## config.mk

```make
export PLATFORM = sky130hd
export DESIGN_NAME = seg_scan_ctrl
export DESIGN_NICKNAME = d
export VERILOG_FILES = /design/src/rtl/seg_scan_ctrl.sv
export SDC_FILE = /design/constraint.sdc
export NUM_CORES = 1
export LEC_CHECK = 0
export CAP_MARGIN = 20
export CORE_MARGIN = 2
export CORE_UTILIZATION = 45
export DETAILED_ROUTE_END_ITERATION = 7
export GPL_TIMING_DRIVEN = 0
export PLACE_DENSITY = 0.69
export SYNTH_ARGS = -nofsm -noshare
export SYNTH_HDL_FRONTEND = slang
export SYNTH_SLANG_ARGS = --single-unit
```

## constraint.sdc

```tcl
create_clock -name clk -period 3.01 [get_ports clk]
set_clock_uncertainty 0.15 [all_clocks]
set_input_delay 0.4515 -clock clk [delete_from_list [all_inputs] [get_ports clk]]
set_output_delay 0.4515 -clock clk [all_outputs]
set_load 0.02 [all_outputs]
```

## src/rtl/seg_scan_ctrl.sv

```systemverilog
// Scan controller for a 4-digit 7-segment display: digit select, blanked anode
// enables and a segment pattern that only changes between frames.
module seg_scan_ctrl #(
    parameter int          DIGIT_CYCLES  = 100000,
    parameter int          BLANK_CYCLES  = 1000,
    parameter bit          AN_ACTIVE_LOW = 1'b1,
    parameter logic [31:0] RESET_HEXS    = 32'hFFFF_FFFF
) (
    input  logic        clk,
    input  logic        rst_n,
    input  logic        en,
    input  logic [31:0] disp_data,
    input  logic        data_valid,
    output logic [31:0] Hexs_out,
    output logic [2:0]  Scan,
    output logic [3:0]  AN,
    output logic        frame_done,
    output logic        busy
);

    localparam int             CNT_W     = (DIGIT_CYCLES > 1) ? $clog2(DIGIT_CYCLES) : 1;
    localparam logic [CNT_W-1:0] CNT_LAST  = CNT_W'(DIGIT_CYCLES - 1);
    localparam logic [CNT_W-1:0] CNT_ONE   = CNT_W'(1);
    localparam logic [CNT_W-1:0] BLANK_END = CNT_W'(BLANK_CYCLES);
    localparam logic [3:0]       AN_OFF    = AN_ACTIVE_LOW ? 4'b1111 : 4'b0000;

    logic [CNT_W-1:0] cnt_r;
    logic [1:0]       scan_r;
    logic [3:0]       an_r;
    logic [31:0]      hexs_r;
    logic [31:0]      pend_data_r;
    logic             pend_r;
    logic             frame_done_r;

    logic [CNT_W-1:0] cnt_nxt_s;
    logic [1:0]       scan_nxt_s;
    logic [3:0]       an_nxt_s;
    logic [3:0]       an_onehot_s;
    logic [31:0]      hexs_nxt_s;
    logic [31:0]      pend_data_nxt_s;
    logic             pend_nxt_s;
    logic             tick_s;
    logic             boundary_s;

    // Next-state for prescaler, digit select and anode enables.
    always_comb begin
        tick_s      = en && (cnt_r == CNT_LAST);
        boundary_s  = tick_s && (scan_r == 2'd3);
        cnt_nxt_s   = cnt_r;
        scan_nxt_s  = scan_r;
        an_nxt_s    = AN_OFF;
        an_onehot_s = 4'b0001 << scan_nxt_s;

        if (!en) begin
            cnt_nxt_s = '0;
        end else if (tick_s) begin
            cnt_nxt_s  = '0;
            scan_nxt_s = scan_r + 2'd1;
        end else begin
            cnt_nxt_s = cnt_r + CNT_ONE;
        end

        // AN is computed from the post-edge count and digit so it never lags Scan.
        an_onehot_s = 4'b0001 << scan_nxt_s;
        if (!en) begin
            an_nxt_s = AN_OFF;
        end else if (cnt_nxt_s < BLANK_END) begin
            an_nxt_s = AN_OFF;
        end else begin
            an_nxt_s = AN_ACTIVE_LOW ? ~an_onehot_s : an_onehot_s;
        end
    end

    // Next-state for the pending buffer and the frame-stable pattern.
    always_comb begin
        hexs_nxt_s      = hexs_r;
        pend_data_nxt_s = pend_data_r;
        pend_nxt_s      = pend_r;

        if (!en) begin
            // Display is dark: nothing can tear, so commit immediately.
            if (data_valid) begin
                hexs_nxt_s = disp_data;
                pend_nxt_s = 1'b0;
            end else if (pend_r) begin
                hexs_nxt_s = pend_data_r;
                pend_nxt_s = 1'b0;
            end else begin
                pend_nxt_s = 1'b0;
            end
        end else if (boundary_s) begin
            if (data_valid) begin
                hexs_nxt_s = disp_data;
            end else if (pend_r) begin
                hexs_nxt_s = pend_data_r;
            end else begin
                hexs_nxt_s = hexs_r;
            end
            pend_nxt_s = 1'b0;
        end else if (data_valid) begin
            pend_data_nxt_s = disp_data;
            pend_nxt_s      = 1'b1;
        end else begin
            pend_nxt_s = pend_r;
        end
    end

    // State and output registers.
    always_ff @(posedge clk or negedge rst_n) begin
        if (!rst_n) begin
            cnt_r        <= '0;
            scan_r       <= 2'd0;
            an_r         <= AN_OFF;
            hexs_r       <= RESET_HEXS;
            pend_data_r  <= 32'h0000_0000;
            pend_r       <= 1'b0;
            frame_done_r <= 1'b0;
        end else begin
            cnt_r        <= cnt_nxt_s;
            scan_r       <= scan_nxt_s;
            an_r         <= an_nxt_s;
            hexs_r       <= hexs_nxt_s;
            pend_data_r  <= pend_data_nxt_s;
            pend_r       <= pend_nxt_s;
            frame_done_r <= boundary_s;
        end
    end

    assign Hexs_out   = hexs_r;
    assign Scan       = {1'b0, scan_r};
    assign AN         = an_r;
    assign frame_done = frame_done_r;
    assign busy       = pend_r;

endmodule

```

After elaboration in Yosys (flattened, before gate mapping)
Index checks and enable logic that the tools add are counted.
Widths: inputs -> output; s select.

storage, ports and cells
  register bits after elaboration = 89
  input port bits = 36
  output and inout port bits = 41
  logic and storage cells = 33

operators by class
  add/subtract/negate cells = 2
  magnitude comparators = 1
  equal/unequal tests = 4
  shift-type cells = 1
  muxes and demuxes = 13
  bitwise gates (word level) = 2
  reductions and logical operators = 3

operator list
  kind                   number
  $mux 32                4
  $mux 17                2
  $add 17x1->17 const B  1
  $eq 17x17->1 const B   1
  $lt 17x10->1 const B   1
  $mux 4                 2
  $mux 2                 2
  $not 4->4              1
  $shl 1x2->4 const A    1
  $mux 1                 3
  $ne 3x1->1 const B     1
  $reduce_and 3->1       1
  $add 2x1->2 const B    1
  $eq 2x2->1 const B     1
  $logic_and 1x1->1      2
  $ne 2x1->1 const B     1
  $not 1->1              1

Depth between registers and ports, before layout
Gate-level depths: netlist (run 1).

  word-level depth = 8
  depth in mapped cells = 9
  depth with buffers taken out = 6

Worst setup path after synthesis (run 1)
No wires, ideal clock.

  kind = reg2reg
  start = register cnt_r[0]
  end = register hexs_r[10] (netlist: Hexs_out[10])
  setup time = 0.085 ns
  arrival time = 2.177 ns
  required time = 2.775 ns
  slack = 0.598 ns
  stages on the path, launching flop included = 10
  buffers on the path = 3
  clock period less this slack = 2.412 ns
  cells stage by stage = dfrtp_1 > ha_1 > clkbuf_1 > inv_1 > or2_1 > buf_6 > o41ai_4 > o21a_4 > buf_6 > mux2_1

between the ends
  word-level cells in the longest chain between the ends = 4

RTL lines
  item                    line  text
  start, declared         27    logic [CNT_W-1:0] cnt_r;
  start signal, assigned  119   cnt_r <= cnt_nxt_s;
  $eq 17x17->1            47    tick_s = en && (cnt_r == CNT_LAST);
  $logic_and 1x1->1       47
  $logic_and 1x1->1       48    boundary_s = tick_s && (scan_r == 2'd3);
  $ne 2x1->1 (no line)    -
  end signal, assigned    122   hexs_r <= hexs_nxt_s;
  end, declared           30    logic [31:0] hexs_r;

Every way passes these cells.
A chain may end at the register's enable or synchronous reset.

Worst setup path after layout (run 1)
  start = register cnt_r[0]
  end = register pend_data_r[16]

between the ends
  word-level cells in the longest chain between the ends = 5

RTL lines
  item                        line  text
  $eq 17x17->1                47
  $logic_and 1x1->1           47
  $logic_and 1x1->1           48
  net boundary_s              43    logic boundary_s;
  $not 1->1 (no line)         -
  $reduce_and 3->1 (no line)  -
  end signal, assigned        123   pend_data_r <= pend_data_nxt_s;
  end, declared               31    logic [31:0] pend_data_r;

The timed path passes the listed nets, and every way through them passes these cells.

==> out/qor.csv, run 1 <==
stage,metric,value,unit
yosys,synth.yosys.seq_area_share,53.82,%
grt,grt_pass1_wl,13.72,mm
routing,drt_iter0_drc,110,
yosys,synth_area_leaders,"dfrtp_1 (31%), dfstp_2 (22%), mux2_2 (18%)",
clock_tree,cts.sinks,89,
timing,drv_slew,0,
yosys,ys.warnings.count,0,
min_path,min_to,pend_data_r[12],
layout,postLayoutCoreUtil,58.07,%
setup_path,timing.rr.start,cnt_r[0],
pwr,peakVddDrop,0.0002772,V
setup_path,cp.arrival,2800,ps
routing,viasPerCell,5.244,
timing,period_share,90.11,%
outcome,status,completed,
layout,fin_nets,443,
placed_design,port_buffers,74,
yosys,netlist_area,4222,µm²
routing,vias,2732,
setup_path,crit_slowest_cell,dfrtp_1,
die,initial_core_util,46.12,%
timing,fmax,0.3687,GHz
die,core,9153,µm²
routing,drc,0,
grt,antenna_found_initial,0,
setup_path,required,3100,ps
setup_path,critPathKind,reg -> reg,
yosys,yosys.area.top_type,dfrtp_1,
yosys,ys.flop_type,dfrtp_1,
setup_path,reg2reg_to,pend_data_r[16],
yosys,yosys.area_share.simple,8.921,%
yosys,synth_area_per_cell,13.28,µm²
clock_tree,clockBufferDepth,2,
yosys,synth_nets,356,
yosys,yosysUniqueCellTypes,39,
pwr,finalPower,2.932,mW
yosys,synth_top_family_by_area,multiplexers,
yosys,ys_ff_latch,89,
yosys,async_flop_share,100.0,%
clock_tree,clk_pin_slew,90,ps
timing,hold_violations,0,
routing,highest_layer,met4,
setup_path,path_buf_inv,4,
yosys,synth.top_cell.area_share,31.42,%
timing,slew-limit-headroom,56.89,%
die,die_area,10170,µm²
routing,wire_per_inst,15.61,µm
setup_path,r2r_cells,9,
placed_design,place_congestion,0.8823,
routing,dr.pass1.iters,4,
setup_path,crit_family,buffers and inverters,
layout,fin_area,5315,µm²
layout,drive_above_1_share,32.44,%
min_path,hold_class,reg -> reg,
grt,grt_use_total,17.30,%
min_path,hp-start,pend_data_r[12],
layout,area_growth,25.90,%
layout,layout_common_cells,"clkdlybuf4s50_1 (73), mux2_2 (66), dfrtp_1 (53), dfstp_2 (36), mux2_1 (31)",
grt,grt_overflow,0,
routing,ant_nets,0,
die,die_h,100.9,µm
clock_tree,clock_latency,360,ps
routing,wl_met1,3.704,mm
yosys,synthAdderAreaFrac,0.5928,%
clock_tree,hold_buffers,1,
job,drv_cap,0,
layout,antennaDiodeCount,0,
clock_tree,tritoncts,built,
timing,fin_crit,2712,ps
timing,tns,0,ps
yosys,synth.area.mux_share,25.87,%
layout,layout_commonest_cell,clkdlybuf4s50_1,
setup_path,start_kind,register,
setup_path,rrSetupSlack,300,ps
timing,worst_slew_pin_slew,646.7,ps
clock_tree,cts_setup_buffers,0,
pwr,p_per_area,551.7,nW/µm²
die,ioPinCount,77,
clock_tree,h-tree-depth,3,
yosys,synth_xor_xnor_area_share,4.149,%
setup_path,cp_common_cell,buf_6,
yosys,synth-edff-count,0,
routing,wirelength,8.132,mm
placed_design,place_hpwl,5.761,mm
die,die_w,100.9,µm
setup_path,critPathMaxStageDelay,430,ps
die,core.rowCount,35,
routing,wl_met3,357,µm
clock_tree,clockRootBuffer,clkbuf_8,
clock_tree,ctsResizeCount,0,
setup_path,endpoint_kind,register,
timing,finalSetupViolations,0,
yosys,synth_compound_area_share,3.171,%
setup_path,critPathMaxFanout,10,
clock_tree,cts_buffers,9,
routing,dr_wl_met2,3.976,mm
placed_design,dpl-instance-area,5126,µm²
timing,rsz0062_at_grt,no,
min_path,min_path_cells,1,
yosys,synth_cells,318,
grt,grt_pass1_vias,2803,
grt,grt_max_degree,69,
pwr,power_leakage,2.096,nW
setup_path,crit_chain,ha_1 > clkbuf_1 > inv_1 > or2_1 > buf_6 > nor4_2 > nand3b_2 > buf_6 > mux2_2,
==> kinds of logic after synthesis <==
| family | count (synthesis) |
|---|---|
| mux | 97 |
| fa+ha+maj | 2 |
| simple gates | 71 |
| buf+inv | 23 |
| compound gates | 15 |
| other cells | 1 |
| xor+xnor | 20 |
| flops | 89 |
==> power by group <==
part	switching [mW]	total, mW	internal, mW
logic	0.297	0.670	0.373
registers	0.0795	1.50	1.42
clock network	0.447	0.758	0.310
==> metrics by stage <==
step	hold slack [ps]	worst slack (ps)	cells
floorplan	5.909	598.2	318
global placement	319.6	-1872	503
detailed placement	219.7	160.6	504
CTS	357.4	275.6	521
global route	380.9	110.9	521
finish	359.2	297.8	521
==> layout make-up <==
cell class	instances	area [µm²]
fill	768	3837
sequential	89	2272
multi-input combinational	206	1807
timing repair buffer	76	775.7
tap	111	138.9
buffer	20	131.4
clock buffer	10	127.6
clock inverter	6	51.30
inverter	3	11.26
==> how the worst max path moves through the flow <==
stage	slack, ps	start	cells past startpoint	endpoint
floorplan	600	cnt_r[0]	9	Hexs_out[10]
global placement	-1870	rst_n	1	pend_data_r[10]
detailed placement	160	en	6	pend_data_r[16]
CTS	280	cnt_r[0]	9	pend_data_r[16]
global route	110	cnt_r[0]	9	pend_data_r[16]
finish	300	cnt_r[0]	9	pend_data_r[16]
==> worst register-to-register path: cells and delay by family, from the launching register on <==
family                   cells  cell delay (ps)
buffers and inverters        4              760
AND/OR/NAND/NOR              3              750
flip-flops                   1              430
multiplexers                 1              350
adder cells (fa/ha/maj)      1              170
==> sequential cells by signal, summed over array words and instances, names as in the netlist <==
signal and flops:
AN 4, Hexs_out 32, busy 1, cnt_r 17
frame_done 1, pend_data_r 32, scan_r 2
==> routing by layer <==
layer,vias to the layer above,GRT usage (%)
li1,1295,-
met1,1374,23.36
met2,56,27.74
met3,7,4.092
met4,0,5.374
met5,-,0
==> Yosys cell counts (6+ instances only) <==
master	number
mux2_1	31
mux2_2	66
nand3_1	6
xnor2_1	14
clkbuf_1	9
dfstp_2	36
dfrtp_1	53
xor2_1	6
nor3_1	6
buf_6	7
nand2_1	10
nor2_1	27
No activity file was read; power rests on OpenSTA's default activity.
==> run 2, diff against run 1 <==
--- a/config.mk
+++ b/config.mk
@@ -5,7 +5,7 @@
 export SDC_FILE = /design/constraint.sdc
 export NUM_CORES = 1
 export LEC_CHECK = 0
-export CAP_MARGIN = 20
+export CAP_MARGIN = 15
 export CORE_MARGIN = 2
 export CORE_UTILIZATION = 45
 export DETAILED_ROUTE_END_ITERATION = 7
@@ -14,3 +14,4 @@
 export SYNTH_ARGS = -nofsm -noshare
 export SYNTH_HDL_FRONTEND = slang
 export SYNTH_SLANG_ARGS = --single-unit
+export TNS_END_PERCENT = 1
==> results of run 2 <==
The final DEF is identical to that of run 1; final timing and power are the same.
==> run 3, diff against run 2 <==
--- a/config.mk
+++ b/config.mk
@@ -10,6 +10,7 @@
 export CORE_UTILIZATION = 45
 export DETAILED_ROUTE_END_ITERATION = 7
 export GPL_TIMING_DRIVEN = 0
+export HOLD_SLACK_MARGIN = 0.08
 export PLACE_DENSITY = 0.69
 export SYNTH_ARGS = -nofsm -noshare
 export SYNTH_HDL_FRONTEND = slang
==> results of run 3 <==
The final DEF is identical to that of run 1; final timing and power are the same.
